### config.mk
export PLATFORM = sky130hd
export DESIGN_NAME = multicycle_control_unit
export DESIGN_NICKNAME = d
export VERILOG_FILES = /design/src/rtl/multicycle_control_unit.sv
export SDC_FILE = /design/constraint.sdc
export NUM_CORES = 1
export LEC_CHECK = 0
export CORE_ASPECT_RATIO = 1.75
export CORE_UTILIZATION = 46
export DETAILED_ROUTE_END_ITERATION = 8
export HOLD_SLACK_MARGIN = 0.12
export PLACE_DENSITY = 0.83
export SETUP_SLACK_MARGIN = 0.5
export SYNTH_ARGS = -nofsm -noshare
export SYNTH_HDL_FRONTEND = slang
export SYNTH_SLANG_ARGS = --single-unit
### constraint.sdc
create_clock -name CLK -period 2.9 [get_ports CLK]
set_clock_uncertainty 0.05 [all_clocks]
set_input_delay 0.58 -clock CLK [delete_from_list [all_inputs] [get_ports CLK]]
set_output_delay 0.58 -clock CLK [all_outputs]
set_load 0.01 [all_outputs]
### src/rtl/multicycle_control_unit.sv
`default_nettype none
// ============================================================================
// Module   : multicycle_control_unit
// Purpose  : FSM control unit for the multicycle MIPS datapath. Sequences each
//            instruction through FETCH/DECODE/EXEC/MEM/WB, stalls on memory
//            hits, tracks the LL/SC link reservation, detects memory-wait
//            timeouts and holds sticky HALTED/ERROR states.
// Ports    : CLK, nRST (sync active-low) | instr, ihit, dhit, zero, dmemaddr,
//            snoop_valid, snoop_addr in | memory / IR / PC / regfile enables,
//            datapath selects, aluOp, sc_result, halt, timeout, state out.
// Revision : 1.0 - initial release
// ============================================================================
module multicycle_control_unit #(
  parameter int LINK_EN  = 1,
  parameter int MAX_WAIT = 255,
  parameter int WAIT_W   = $clog2(MAX_WAIT + 1)
) (
  input  logic        CLK,
  input  logic        nRST,
  input  logic [31:0] instr,
  input  logic        ihit,
  input  logic        dhit,
  input  logic        zero,
  input  logic [31:0] dmemaddr,
  input  logic        snoop_valid,
  input  logic [31:0] snoop_addr,
  output logic        imemREN,
  output logic        dmemREN,
  output logic        dmemWEN,
  output logic        ir_wen,
  output logic        pc_wen,
  output logic        regWEN,
  output logic [3:0]  aluOp,
  output logic [2:0]  pc_sel,
  output logic [1:0]  portb_sel,
  output logic        porta_sel,
  output logic        immExt_sel,
  output logic [1:0]  regW_sel,
  output logic [1:0]  wMemReg_sel,
  output logic        sc_result,
  output logic        halt,
  output logic        timeout,
  output logic [2:0]  state
);

  localparam logic [5:0] OP_RTYPE = 6'h00, OP_J    = 6'h02, OP_JAL   = 6'h03,
                         OP_BEQ   = 6'h04, OP_BNE  = 6'h05, OP_ADDI  = 6'h08,
                         OP_ADDIU = 6'h09, OP_SLTI = 6'h0A, OP_SLTIU = 6'h0B,
                         OP_ANDI  = 6'h0C, OP_ORI  = 6'h0D, OP_XORI  = 6'h0E,
                         OP_LUI   = 6'h0F, OP_LW   = 6'h23, OP_SW    = 6'h2B,
                         OP_LL    = 6'h30, OP_SC   = 6'h38, OP_HALT  = 6'h3F;

  localparam logic [5:0] F_SLL  = 6'h00, F_SRL  = 6'h02, F_SLLV = 6'h04,
                         F_SRLV = 6'h06, F_JR   = 6'h08, F_ADD  = 6'h20,
                         F_ADDU = 6'h21, F_SUB  = 6'h22, F_SUBU = 6'h23,
                         F_AND  = 6'h24, F_OR   = 6'h25, F_XOR  = 6'h26,
                         F_NOR  = 6'h27, F_SLT  = 6'h2A, F_SLTU = 6'h2B;

  localparam logic [3:0] ALU_SLL = 4'd0, ALU_SRL = 4'd1, ALU_ADD = 4'd2,
                         ALU_SUB = 4'd3, ALU_AND = 4'd4, ALU_OR  = 4'd5,
                         ALU_XOR = 4'd6, ALU_NOR = 4'd7, ALU_SLT = 4'd8,
                         ALU_SLTU = 4'd9;

  localparam logic [WAIT_W-1:0] WAIT_MAX = WAIT_W'(MAX_WAIT);

  typedef enum logic [2:0] {
    S_FETCH = 3'd0, S_DECODE = 3'd1, S_EXEC = 3'd2, S_MEM = 3'd3,
    S_WB    = 3'd4, S_HALTED = 3'd5, S_ERROR = 3'd6
  } state_t;

  state_t              state_q;
  logic [WAIT_W-1:0]   wait_cnt_q;
  logic                sc_result_q, halt_q, timeout_q;
  logic                link_valid_q;
  logic [31:0]         link_addr_q;

  logic [5:0] w_op, w_funct;
  logic       w_is_lw, w_is_sw, w_is_ll, w_is_sc, w_is_jr, w_is_mem;
  logic       w_known_op, w_dest_zero, w_sc_ok, w_mem_access, w_wait_expired;
  logic       w_unused;

  assign w_op           = instr[31:26];
  assign w_funct        = instr[5:0];
  assign w_is_lw        = (w_op == OP_LW);
  assign w_is_sw        = (w_op == OP_SW);
  assign w_is_ll        = (w_op == OP_LL);
  assign w_is_sc        = (w_op == OP_SC);
  assign w_is_jr        = (w_op == OP_RTYPE) && (w_funct == F_JR);
  assign w_is_mem       = w_is_lw | w_is_sw | w_is_ll | w_is_sc;
  assign w_dest_zero    = (w_op == OP_RTYPE) ? (instr[15:11] == 5'd0) : (instr[20:16] == 5'd0);
  assign w_sc_ok        = (LINK_EN == 0) || (link_valid_q && (link_addr_q == dmemaddr));
  // A failed SC performs no memory access at all, so it never waits on dhit.
  assign w_mem_access   = w_is_lw | w_is_ll | w_is_sw | (w_is_sc & w_sc_ok);
  assign w_wait_expired = (wait_cnt_q == WAIT_MAX);
  assign w_unused       = ^{instr[25:21], instr[10:6]};

  always_comb begin
    case (w_op)
      OP_RTYPE, OP_J, OP_JAL, OP_BEQ, OP_BNE, OP_ADDI, OP_ADDIU, OP_SLTI,
      OP_SLTIU, OP_ANDI, OP_ORI, OP_XORI, OP_LUI, OP_LW, OP_SW, OP_LL,
      OP_SC, OP_HALT: w_known_op = 1'b1;
      default:        w_known_op = 1'b0;
    endcase
  end

  // Datapath selects decode from instr in every state.
  always_comb begin
    aluOp       = ALU_ADD;
    portb_sel   = 2'b10;
    porta_sel   = 1'b0;
    immExt_sel  = 1'b1;
    regW_sel    = 2'b01;
    wMemReg_sel = 2'b00;
    case (w_op)
      OP_RTYPE: begin
        portb_sel = 2'b00;
        regW_sel  = 2'b00;
        case (w_funct)
          F_SLL:         begin aluOp = ALU_SLL; portb_sel = 2'b01; end
          F_SRL:         begin aluOp = ALU_SRL; portb_sel = 2'b01; end
          F_SLLV:        aluOp = ALU_SLL;
          F_SRLV:        aluOp = ALU_SRL;
          F_ADD, F_ADDU: aluOp = ALU_ADD;
          F_SUB, F_SUBU: aluOp = ALU_SUB;
          F_AND:         aluOp = ALU_AND;
          F_OR:          aluOp = ALU_OR;
          F_XOR:         aluOp = ALU_XOR;
          F_NOR:         aluOp = ALU_NOR;
          F_SLT:         aluOp = ALU_SLT;
          F_SLTU:        aluOp = ALU_SLTU;
          default:       aluOp = ALU_ADD;
        endcase
      end
      OP_JAL:          begin regW_sel = 2'b10; wMemReg_sel = 2'b10; end
      OP_BEQ, OP_BNE:  begin aluOp = ALU_SUB; portb_sel = 2'b00; end
      OP_SLTI:         aluOp = ALU_SLT;
      OP_SLTIU:        aluOp = ALU_SLTU;
      OP_ANDI:         begin aluOp = ALU_AND; immExt_sel = 1'b0; end
      OP_ORI:          begin aluOp = ALU_OR;  immExt_sel = 1'b0; end
      OP_XORI:         begin aluOp = ALU_XOR; immExt_sel = 1'b0; end
      // LUI: zero-extended immediate on port A shifted left by 16 on port B.
      OP_LUI:          begin aluOp = ALU_SLL; porta_sel = 1'b1; portb_sel = 2'b11; immExt_sel = 1'b0; end
      OP_LW, OP_LL:    wMemReg_sel = 2'b01;
      OP_SC:           wMemReg_sel = 2'b11;
      default:         ;
    endcase
  end

  // Enables; all forced low while reset is asserted so an abandoned access
  // never writes in the reset cycle.
  always_comb begin
    imemREN = 1'b0;
    dmemREN = 1'b0;
    dmemWEN = 1'b0;
    ir_wen  = 1'b0;
    pc_wen  = 1'b0;
    regWEN  = 1'b0;
    pc_sel  = 3'b000;
    if (nRST) begin
      case (state_q)
        S_FETCH: begin
          imemREN = 1'b1;
          ir_wen  = ihit;
          pc_wen  = ihit;
        end
        S_DECODE: begin
          if (w_op == OP_J || w_op == OP_JAL) begin
            pc_wen = 1'b1;
            pc_sel = 3'b010;
            regWEN = (w_op == OP_JAL);
          end
        end
        S_EXEC: begin
          if (w_is_jr) begin
            pc_wen = 1'b1;
            pc_sel = 3'b001;
          end else if (w_op == OP_BEQ || w_op == OP_BNE) begin
            pc_sel = 3'b011;
            pc_wen = ((w_op == OP_BEQ) & zero) | ((w_op == OP_BNE) & ~zero);
          end
        end
        S_MEM: begin
          dmemREN = w_is_lw | w_is_ll;
          dmemWEN = w_is_sw | (w_is_sc & w_sc_ok);
        end
        S_WB:    regWEN = ~w_dest_zero & ~w_is_sw;
        default: ;
      endcase
    end
  end

  always_ff @(posedge CLK) begin
    if (!nRST) begin
      state_q     <= S_FETCH;
      wait_cnt_q  <= '0;
      sc_result_q <= 1'b0;
      halt_q      <= 1'b0;
      timeout_q   <= 1'b0;
    end else begin
      case (state_q)
        S_FETCH: begin
          if (ihit) begin
            state_q    <= S_DECODE;
            wait_cnt_q <= '0;
          end else if (w_wait_expired) begin
            state_q    <= S_ERROR;
            wait_cnt_q <= '0;
            halt_q     <= 1'b1;
            timeout_q  <= 1'b1;
          end else begin
            wait_cnt_q <= wait_cnt_q + WAIT_W'(1);
          end
        end
        S_DECODE: begin
          if (w_op == OP_HALT) begin
            state_q <= S_HALTED;
            halt_q  <= 1'b1;
          end else if (w_op == OP_J || w_op == OP_JAL || !w_known_op) begin
            state_q <= S_FETCH;
          end else begin
            state_q <= S_EXEC;
          end
        end
        S_EXEC: begin
          if (w_is_jr || w_op == OP_BEQ || w_op == OP_BNE) state_q <= S_FETCH;
          else if (w_is_mem)                               state_q <= S_MEM;
          else                                             state_q <= S_WB;
        end
        S_MEM: begin
          if (!w_mem_access) begin
            sc_result_q <= 1'b0;
            state_q     <= S_WB;
            wait_cnt_q  <= '0;
          end else if (dhit) begin
            if (w_is_sc) sc_result_q <= 1'b1;
            // A store has nothing to write back, so it returns straight to fetch.
            state_q    <= w_is_sw ? S_FETCH : S_WB;
            wait_cnt_q <= '0;
          end else if (w_wait_expired) begin
            state_q    <= S_ERROR;
            wait_cnt_q <= '0;
            halt_q     <= 1'b1;
            timeout_q  <= 1'b1;
          end else begin
            wait_cnt_q <= wait_cnt_q + WAIT_W'(1);
          end
        end
        S_WB:     state_q <= S_FETCH;
        S_HALTED: state_q <= S_HALTED;
        S_ERROR:  state_q <= S_ERROR;
        default:  state_q <= S_ERROR;
      endcase
    end
  end

  generate
    if (LINK_EN != 0) begin : g_link
      logic w_in_mem, w_ll_set, w_sw_clr, w_sc_clr, w_snoop_clr;
      assign w_in_mem = (state_q == S_MEM);
      assign w_ll_set = w_in_mem & w_is_ll & dhit;
      assign w_sw_clr = w_in_mem & w_is_sw & dhit & (dmemaddr == link_addr_q);
      assign w_sc_clr = w_in_mem & w_is_sc & (~w_sc_ok | dhit);
      // A snoop also kills a reservation being created at the same address
      // in the same cycle.
      assign w_snoop_clr = snoop_valid & ((snoop_addr == link_addr_q) |
                                          (w_ll_set & (snoop_addr == dmemaddr)));
      always_ff @(posedge CLK) begin
        if (!nRST) begin
          link_valid_q <= 1'b0;
          link_addr_q  <= '0;
        end else if (w_snoop_clr || w_sc_clr || w_sw_clr) begin
          link_valid_q <= 1'b0;
        end else if (w_ll_set) begin
          link_valid_q <= 1'b1;
          link_addr_q  <= dmemaddr;
        end
      end
    end else begin : g_no_link
      assign link_valid_q = 1'b0;
      assign link_addr_q  = '0;
    end
  endgenerate

  assign sc_result = sc_result_q;
  assign halt      = halt_q;
  assign timeout   = timeout_q;
  assign state     = state_q;

endmodule
`default_nettype wire
## Word level (Yosys, flattened, before mapping)

Memories as Yosys holds them, arrays and structs flattened.
Cells that the tools add are included.

- Memory bits (read-only): 64
- Register bits: 47
- Output and inout bits: 27
- Memories kept: 1
- Bits of input ports: 102
- Word-level logic and storage cells: 169

Memories:

| memory | words | bits a word | rd ports | clocked after memory_dff | write ports | line | text |
|---|---|---|---|---|---|---|---|
| (no name shown) | 64 | 1 | 1 | 0 | 0 | 98 | `case (w_op)` |

- Eq/ne operators: 43
- Add/sub/neg operators: 1
- Multiplexer cells: 59
- Reduce and logical (&&, ||, !) cells: 29
- Bitwise logic cells: 29

Operator list:

| cell | count |
|---|---|
| 32-bit == test | 4 |
| 6-bit == test, second input constant | 13 |
| 6-bit by 4-bit == test with 1-bit output, second input constant | 7 |
| 4-bit case mux with 9 select lines | 1 |
| 8-bit 2-to-1 mux | 4 |
| 4-bit case mux with 8 select lines | 1 |
| 1-bit 2-to-1 mux | 30 |
| 6-bit by 3-bit == test with 1-bit output, second input constant | 4 |
| 3-bit 2-to-1 mux | 8 |
| 6-bit by 2-bit == test with 1-bit output, second input constant | 3 |
| 3-bit case mux with 6 select lines | 1 |
| 8-bit case mux with 2 select lines | 1 |
| 2-bit OR reduction | 7 |
| 1-bit AND | 13 |
| 6-bit logical NOT | 2 |
| 2-bit != test, second input constant | 6 |
| 2-bit case mux with 3 select lines | 2 |
| 5-bit logical NOT | 2 |
| 2-bit 2-to-1 mux | 5 |
| 1-bit bitwise OR | 10 |
| 8-bit by 1-bit adder with 8-bit output, second input constant | 1 |
| 8-bit == test, second input constant | 1 |
| 2-bit case mux with 2 select lines | 2 |
| 1-bit logical OR | 7 |
| 16 further kinds | 26 |

## Longest topological paths before layout

Gate-level depths: netlist of the first run.

- Depth in word-level cells: 10
- Mapped depth: 9
- Gate-level depth less buffers: 8

## Worst setup path after synthesis of the first run

Ideal clock, no wire load.

- Kind: input port to output port
- Start: in instr[26]
- End: out pc_wen
- Slack: 0.106 ns
- Required time: 2.270 ns
- Buffers on the path: 1
- Stages: 7
- Data arrival time: 2.164 ns
- Cells stage by stage: buf_2 -> nor4_4 -> nand2_1 -> nor2_1 -> nand4b_1 -> a311o_1 -> a21oi_1

- Cells in the longest elaborated chain, start to end: 7
- Elaborated cells on any way between the ends: 16
- Those cells by class: eq/ne (4); mux (5); bitwise (3); reduce/logical (4)

RTL lines:

| element | line | text |
|---|---|---|
| start, declared | 20 | `input logic [31:0] instr,` |
| 6-bit by 3-bit == test with 1-bit output | 177, 179 |  |
| 1-bit AND | 179 | `pc_wen = ((w_op == OP_BEQ) & zero) \| ((w_op == OP_BNE) & ~zero);` |
| 1-bit bitwise OR | 179 |  |
| 1-bit 2-to-1 mux | 177 | `end else if (w_op == OP_BEQ \|\| w_op == OP_BNE) begin` |
| 1-bit 2-to-1 mux | 174 | `if (w_is_jr) begin` |
| 1-bit case mux with 3 select lines * | 160 | `case (state_q)` |
| 1-bit 2-to-1 mux * | 159 | `if (nRST) begin` |
| end, declared | 31 | `output logic pc_wen,` |

Every way passes the cells marked *; elsewhere a longest branch is shown, timed or not.

## Final worst setup path of the first run

- Start: in dmemaddr[5]
- End: out dmemWEN

- Cells in the longest elaborated chain, start to end: 6

RTL lines:

| element | line | text |
|---|---|---|
| start, declared | 24 | `input logic [31:0] dmemaddr,` |
| 32-bit == test | 91 | `assign w_sc_ok = (LINK_EN == 0) \|\| (link_valid_q && (link_addr_q == dmemaddr));` |
| 1-bit logical AND | 91 |  |
| 1-bit AND | 184 | `dmemWEN = w_is_sw \| (w_is_sc & w_sc_ok);` |
| 1-bit bitwise OR | 184 |  |
| 1-bit 2-to-1 mux | 160 |  |
| 1-bit 2-to-1 mux | 159 |  |
| end, declared | 29 | `output logic dmemWEN,` |

Every way passes these cells.

==> impl_metrics.csv, run 1 <==
group,metric,value,unit
clock_tree,clock_path_buffers,2,
finish,layout.cells.most_common_list,"90 x nand2_1, 86 x buf_4, 45 x xor2_1",
setup_path,arrival,2430,ps
logic_synthesis,synthCells,481,
sta,drv_slew,0,
floorplanning,core_area,7910,sq um
clock_tree,cts.sinks,47,
setup_path,cpMaxStageDelayCell,"nor4_2",
floorplanning,chipHeight,121,um
sta,setup_ws,-162,ps
floorplanning,io_pins,129,
setup_path,end_kind,"primary output",
run_status,outcome,"complete, but fails checks",
logic_synthesis,seq_area_frac_synth,25.2,%
sta,finalCritPeriodShare,106,%
finish,stdcell_area,6430,sq um
setup_path,cpPeakStageDelay,500,ps
pwr,leakagePower,0.00278,uW
finish,layout_commonest_cell,"nand2_1",
placed_design,place_area,5550,sq um
min_path,hold_depth,2,
sta,maxSlewHeadroom,52.9,%
pwr,power_density,296,nW/um^2
clock_tree,clkLatencyLatePin,310,ps
global_routing,antenna_found_initial,0,
global_routing,grt-ovfl-total,0,
global_routing,met1_usage,30.5,%
setup_path,cp_num_buf_inv,3,
sta,rsz0062_at_grt,"yes",
setup_path,critPathMaxFanout,2,
sta,worst_slew_pin_slew,707,ps
logic_synthesis,syn_area,3740,sq um
global_routing,met3_usage,6.23,%
clock_tree,cts-root-buf,"clkbuf_16",
run_status,violations,"setup timing",
setup_path,required,2270,ps
clock_tree,clk_pin_slew,70,ps
global_routing,grt_pass1_wl,22.6,mm
global_routing,track_usage,34.5,%
logic_synthesis,ys_warn_count,0,
placed_design,portBuffers,117,
finish,nNetsFinal,799,
setup_path,crit_cells,9,
routing,drc,0,
global_routing,top_usage_layer,"met2",
pwr,peakVddDrop,0.518,mV
setup_path,start_kind,"input port",
floorplanning,start_util,47.3,%
setup_path,reg2reg_depth,11,
sta,fmax,327,MHz
routing,wirelength,16.3,mm
finish,fillerInstances,436,
min_path,min_path_type,"reg2reg",
logic_synthesis,avgSynthCellArea,7.78,sq um
routing,drt_iter0_drc,372,
setup_path,worstSetupPathType,"in2out",
placed_design,place_congestion,1.02,
logic_synthesis,ys_ff_latch,47,
sta,hold_viol,0,
routing,viasPerCell,6.00,
logic_synthesis,synth.distinct_cells,55,
clock_tree,cts_buffers,5,
routing,first_pass_iters,5,
routing,post_drt_wl_per_cell,20.7,um
finish,final_util,81.3,%
floorplanning,fp.dieW,70.2,um
clock_tree,cts_tree,"done",
finish,antenna_cells,0,
global_routing,grt_pass1_vias,4785,
setup_path,crit_top_cell,"nand4_1",
setup_path,critical-path-top-delay-family,"simple AND/OR/NAND/NOR gates",
global_routing,grt_max_degree,72,
sta,setup_viol,2,
routing,num_vias,4718,
placed_design,hpwl,10.3,mm
logic_synthesis,ys.flop_type,"dfxtp_1",
clock_tree,h-tree-depth,2,
setup_path,cp_cell_sequence,"buf_6, xnor2_1, nand4_1, nor4_2, buf_4, nand4_1, and2_4, nor2_2, buf_2",
global_routing,grtUsageMet2,65.1,%
logic_synthesis,async_reset_ff_share,0,%
pwr,power,1900,uW
finish,drive_gt1_share,36.6,%
floorplanning,dieArea,8510,sq um
logic_synthesis,synth_nets,584,
routing,final_antenna_net_count,0,
logic_synthesis,synth_edf_count,0,
floorplanning,rows,43,
run,maxCapViolCount,0,
finish,area_growth_syn_to_layout,72.0,%
sta,fin_crit,3060,ps
==> power breakdown <==
part           total (uW)  internal, uW  switching (uW)
sequential            656           651            5.38
combinational         565           278             287
clock                 681           403             278
==> layout make-up <==
class / count / area, sq um / share of cell area (%)
multi-input combinational: 405 / 3150 / 48.9
timing repair buffer: 229 / 2030 / 31.6
sequential: 47 / 950 / 14.8
clock buffer: 5 / 125 / 1.94
tap: 90 / 113 / 1.75
clock inverter: 2 / 37.5 / 0.583
inverter: 8 / 30.0 / 0.467
==> final timing paths <==
path                  startpoint       endpoint  slack [ps]
setup / recovery     dmemaddr[5]        dmemWEN        -160
hold / removal           timeout        timeout         400
setup reg to reg  link_addr_q[9]  wait_cnt_q[3]         -90
hold reg to reg          timeout        timeout         400
==> routing by layer <==
| layer | up-vias | wire, um |
|---|---|---|
| li1 | 2104 | - |
| met1 | 2177 | 5050 |
| met2 | 316 | 8670 |
| met3 | 121 | 1060 |
| met4 | 0 | 1520 |
| met5 | - | 0 |
==> state kept, by name, summed over array words and instances, names as in the netlist <==
signal        flops
halt              1
link_addr_q      32
link_valid_q      1
sc_result         1
state             3
timeout           1
wait_cnt_q        8
==> cell usage after synthesis (10+ instances only) <==
| master | n | area, sq um |
|---|---|---|
| nor4_1 | 18 | 113 |
| nor3_1 | 10 | 50.1 |
| nor2_1 | 19 | 71.3 |
| xor2_1 | 53 | 464 |
| xnor2_1 | 45 | 394 |
| clkbuf_1 | 13 | 48.8 |
| a21oi_1 | 19 | 95.1 |
| nand4_1 | 16 | 100 |
| dfxtp_1 | 47 | 941 |
| mux2i_1 | 33 | 330 |
| nand2_1 | 93 | 349 |
==> worst min-delay path: stages (launching register included) <==
cell     delay, ps
dfxtp_1        310
nand2_1         50
o21ai_1         50
==> what timing repair did <==
item | in CTS | in global routing
gates resized for setup | 258 | 114
gates cloned | 1 | 3
setup buffers | 16 | 13
pin swaps | 75 | 41
hold buffers | 0 | 0
setup endpoints to repair | 66 | 61
==> per-stage QoR <==
stage / cells / hold WS, ps / worst slack [ps] / TNS [ps]
after CTS: 770 / 398 / 236 / 0
after floorplan: 481 / 393 / 270 / 0
final: 786 / 396 / -162 / -263
after global routing: 786 / 415 / -196 / -345
after global placement: 746 / 389 / -530 / -4770
after detailed placement: 746 / 389 / -566 / -12350
==> kinds of logic after synthesis <==
family	after synthesis	synth area share (%)
adder cells (fa/ha/maj)	1	0.335
multiplexers	33	8.83
buffers and inverters	29	3.41
AO/OA/AOI/OAI	65	11.0
XOR/XNOR	98	23.0
other	1	0.100
flip-flops	47	25.2
AND/OR/NAND/NOR	207	28.2
Power figures use the tool's default switching activity.
==> run 2, diff against run 1 <==
Settings changed: CTS_CLUSTER_DIAMETER set to 150.
==> results of run 2 <==
Same layout as run 1: the final DEF is identical, and so are final timing and power.
==> run 3, diff against run 2 <==
Settings changed: PLACE_DENSITY 0.83 to 0.8.
==> run 3 against run 2 <==
Net effect:
- the flow now finishes without violations
- non-clock buffer count down 4
- clock power up 1%
- design area down 2.6%
- die area unchanged
- first-iteration DRC count down 17%
- register-to-register slack better by 660 ps
- setup slack better by 400 ps
- sequential power about the same
- critical path depth unchanged
- largest power group unchanged
- highest routed layer unchanged
==> impl_metrics.csv, run 3 (synthesis results as in run 1) <==
group,metric,value,unit
setup_path,reg2reg_slack,570,ps
routing,first_pass_iters,5,
finish,seqCellArea,941,sq um
floorplanning,rows,43,
setup_path,arrival,2040,ps
floorplanning,core_area,7910,sq um
sta,fmax,375,MHz
clock_tree,cts.sinks,47,
sta,fin_crit,2670,ps
finish,final_util,79.2,%
pwr,switching_share,29.5,%
placed_design,place_area,5560,sq um
pwr,intPower,1330,uW
clock_tree,cts_tree,"done",
routing,viasPerCell,5.83,
sta,setup_viol,0,
routing,drt_iter0_drc,308,
floorplanning,io_pins,129,
finish,antenna_cells,0,
finish,top_register,"link_addr_q",
finish,layout.cells.most_common_list,"90 x nand2_1, 82 x buf_4, 48 x xor2_1",
placed_design,hpwl,10.2,mm
setup_path,startpoint,"dmemaddr[5]",
global_routing,track_usage,33.5,%
clock_tree,clk_pin_slew,70,ps
sta,hold-worst-slack,400,ps
sta,drv_slew,0,
finish,area_growth_syn_to_layout,67.6,%
min_path,hold_start,"timeout",
clock_tree,clock_path_buffers,2,
pwr,power_density,301,nW/um^2
sta,worst_slew_pin_slew,718,ps
routing,wirelength,15.1,mm
global_routing,grt_max_degree,72,
routing,drc,0,
routing,num_vias,4564,
pwr,peakVddDrop,0.542,mV
setup_path,end_kind,"primary output",
clock_tree,cts-root-buf,"clkbuf_16",
setup_path,start_kind,"input port",
floorplanning,fp.dieW,70.2,um
finish,stdcell_area,6270,sq um
clock_tree,h-tree-depth,2,
pwr,pwr-share-clk,36.5,%
sta,maxSlewHeadroom,52.1,%
setup_path,worstSetupPathType,"in2out",
run,maxCapViolCount,0,
sta,rsz0062_at_grt,"yes",
finish,multi_input_area,3080,sq um
pwr,leakagePower,0.00269,uW
clock_tree,clkLatencyLatePin,300,ps
placed_design,place_congestion,0.969,
sta,finalCritPeriodShare,91.9,%
pwr,combPwrFrac,28.8,%
routing,final_antenna_net_count,0,
global_routing,grt_pass1_wl,22.1,mm
placed_design,portBuffers,117,
setup_path,critPathMaxFanout,2,
global_routing,grt-ovfl-total,0,
floorplanning,dieArea,8510,sq um
sta,hold_viol,0,
setup_path,r2r_start,"link_addr_q[9]",
finish,largest_reg_flops,32,
floorplanning,start_util,47.3,%
clock_tree,cts_hold_buf,0,
global_routing,antenna_found_initial,0,
min_path,min_path_type,"reg2reg",
routing,post_drt_wl_per_cell,19.2,um
global_routing,grt_pass1_vias,4673,
finish,drive_gt1_share,35.1,%
floorplanning,chipHeight,121,um
pwr,switchingPower,556,uW
finish,nNetsFinal,795,
finish,layout_commonest_cell,"nand2_1",
pwr,seq_power_share,34.7,%
clock_tree,cts_buffers,5,
finish,fillerInstances,476,
setup_path,required,2270,ps
run_status,outcome,"complete, no violations",
run 3: changes by cell type in the layout (fill, tap and decap cells not counted), sizes merged:
cell           previous run  this run
clkdlybuf4s15             7         6
dlygate4sd2              25        30
buf                     147       146
inv                       8         9
dlygate4sd1               1         0
dlymetal6s2s             13         7
run 3: path summary, 6_finish.rpt:
path / end / depth (start not counted)
max: dmemWEN / 9
min: timeout / 2
max reg2reg: sc_result / 10
min reg2reg: timeout / 2
run 3: power by group through the flow:
stage	logic (uW)	clock network, uW	registers, uW
after floorplan	191	0	674
after global placement	480	0	670
after detailed placement	490	0	670
after CTS	501	688	655
after global routing	573	717	655
final	543	688	655
run 3: critical path, stage by stage:
cell and delay, ps:
buf_2 120, xnor2_1 190, nand4_1 200, nor4_1 270, buf_4 160, nand4_1 120, and2_4 200, nor2_2 60
buf_2 140
run 3: cell type report:
cell class / instances / share of cell area (%)
repair buffers: 225 / 30.9
multi-input cells: 405 / 49.1
flip-flops and latches: 47 / 15.0
well taps: 90 / 1.80
clock inverters: 3 / 0.739
clock buffers: 5 / 2.00
inverters: 8 / 0.479
run 3: repair_timing:
action	CTS	global route
endpoints found under the setup margin	66	53
cloned	2	1
setup buffers	18	8
pin swaps	65	41
gates resized for setup	265	81
run 3: routing by layer:
metal,vias up,share of wire (%),GRT usage (%)
met5,-,0,0
met4,0,8.3,24.1
met3,72,5.3,5.15
met2,240,54,65.6
met1,2147,32,30.1
li1,2105,-,-
run 3: through the flow:
stage               cells  setup TNS (ps)  power [uW]  setup slack (ps)
CTS                   774               0        1840               255
floorplan             481               0         864               270
global placement      746           -5470        1150              -612
global route          783               0        1940               150
detailed placement    746           -7630        1160              -638
finish                783               0        1890               235
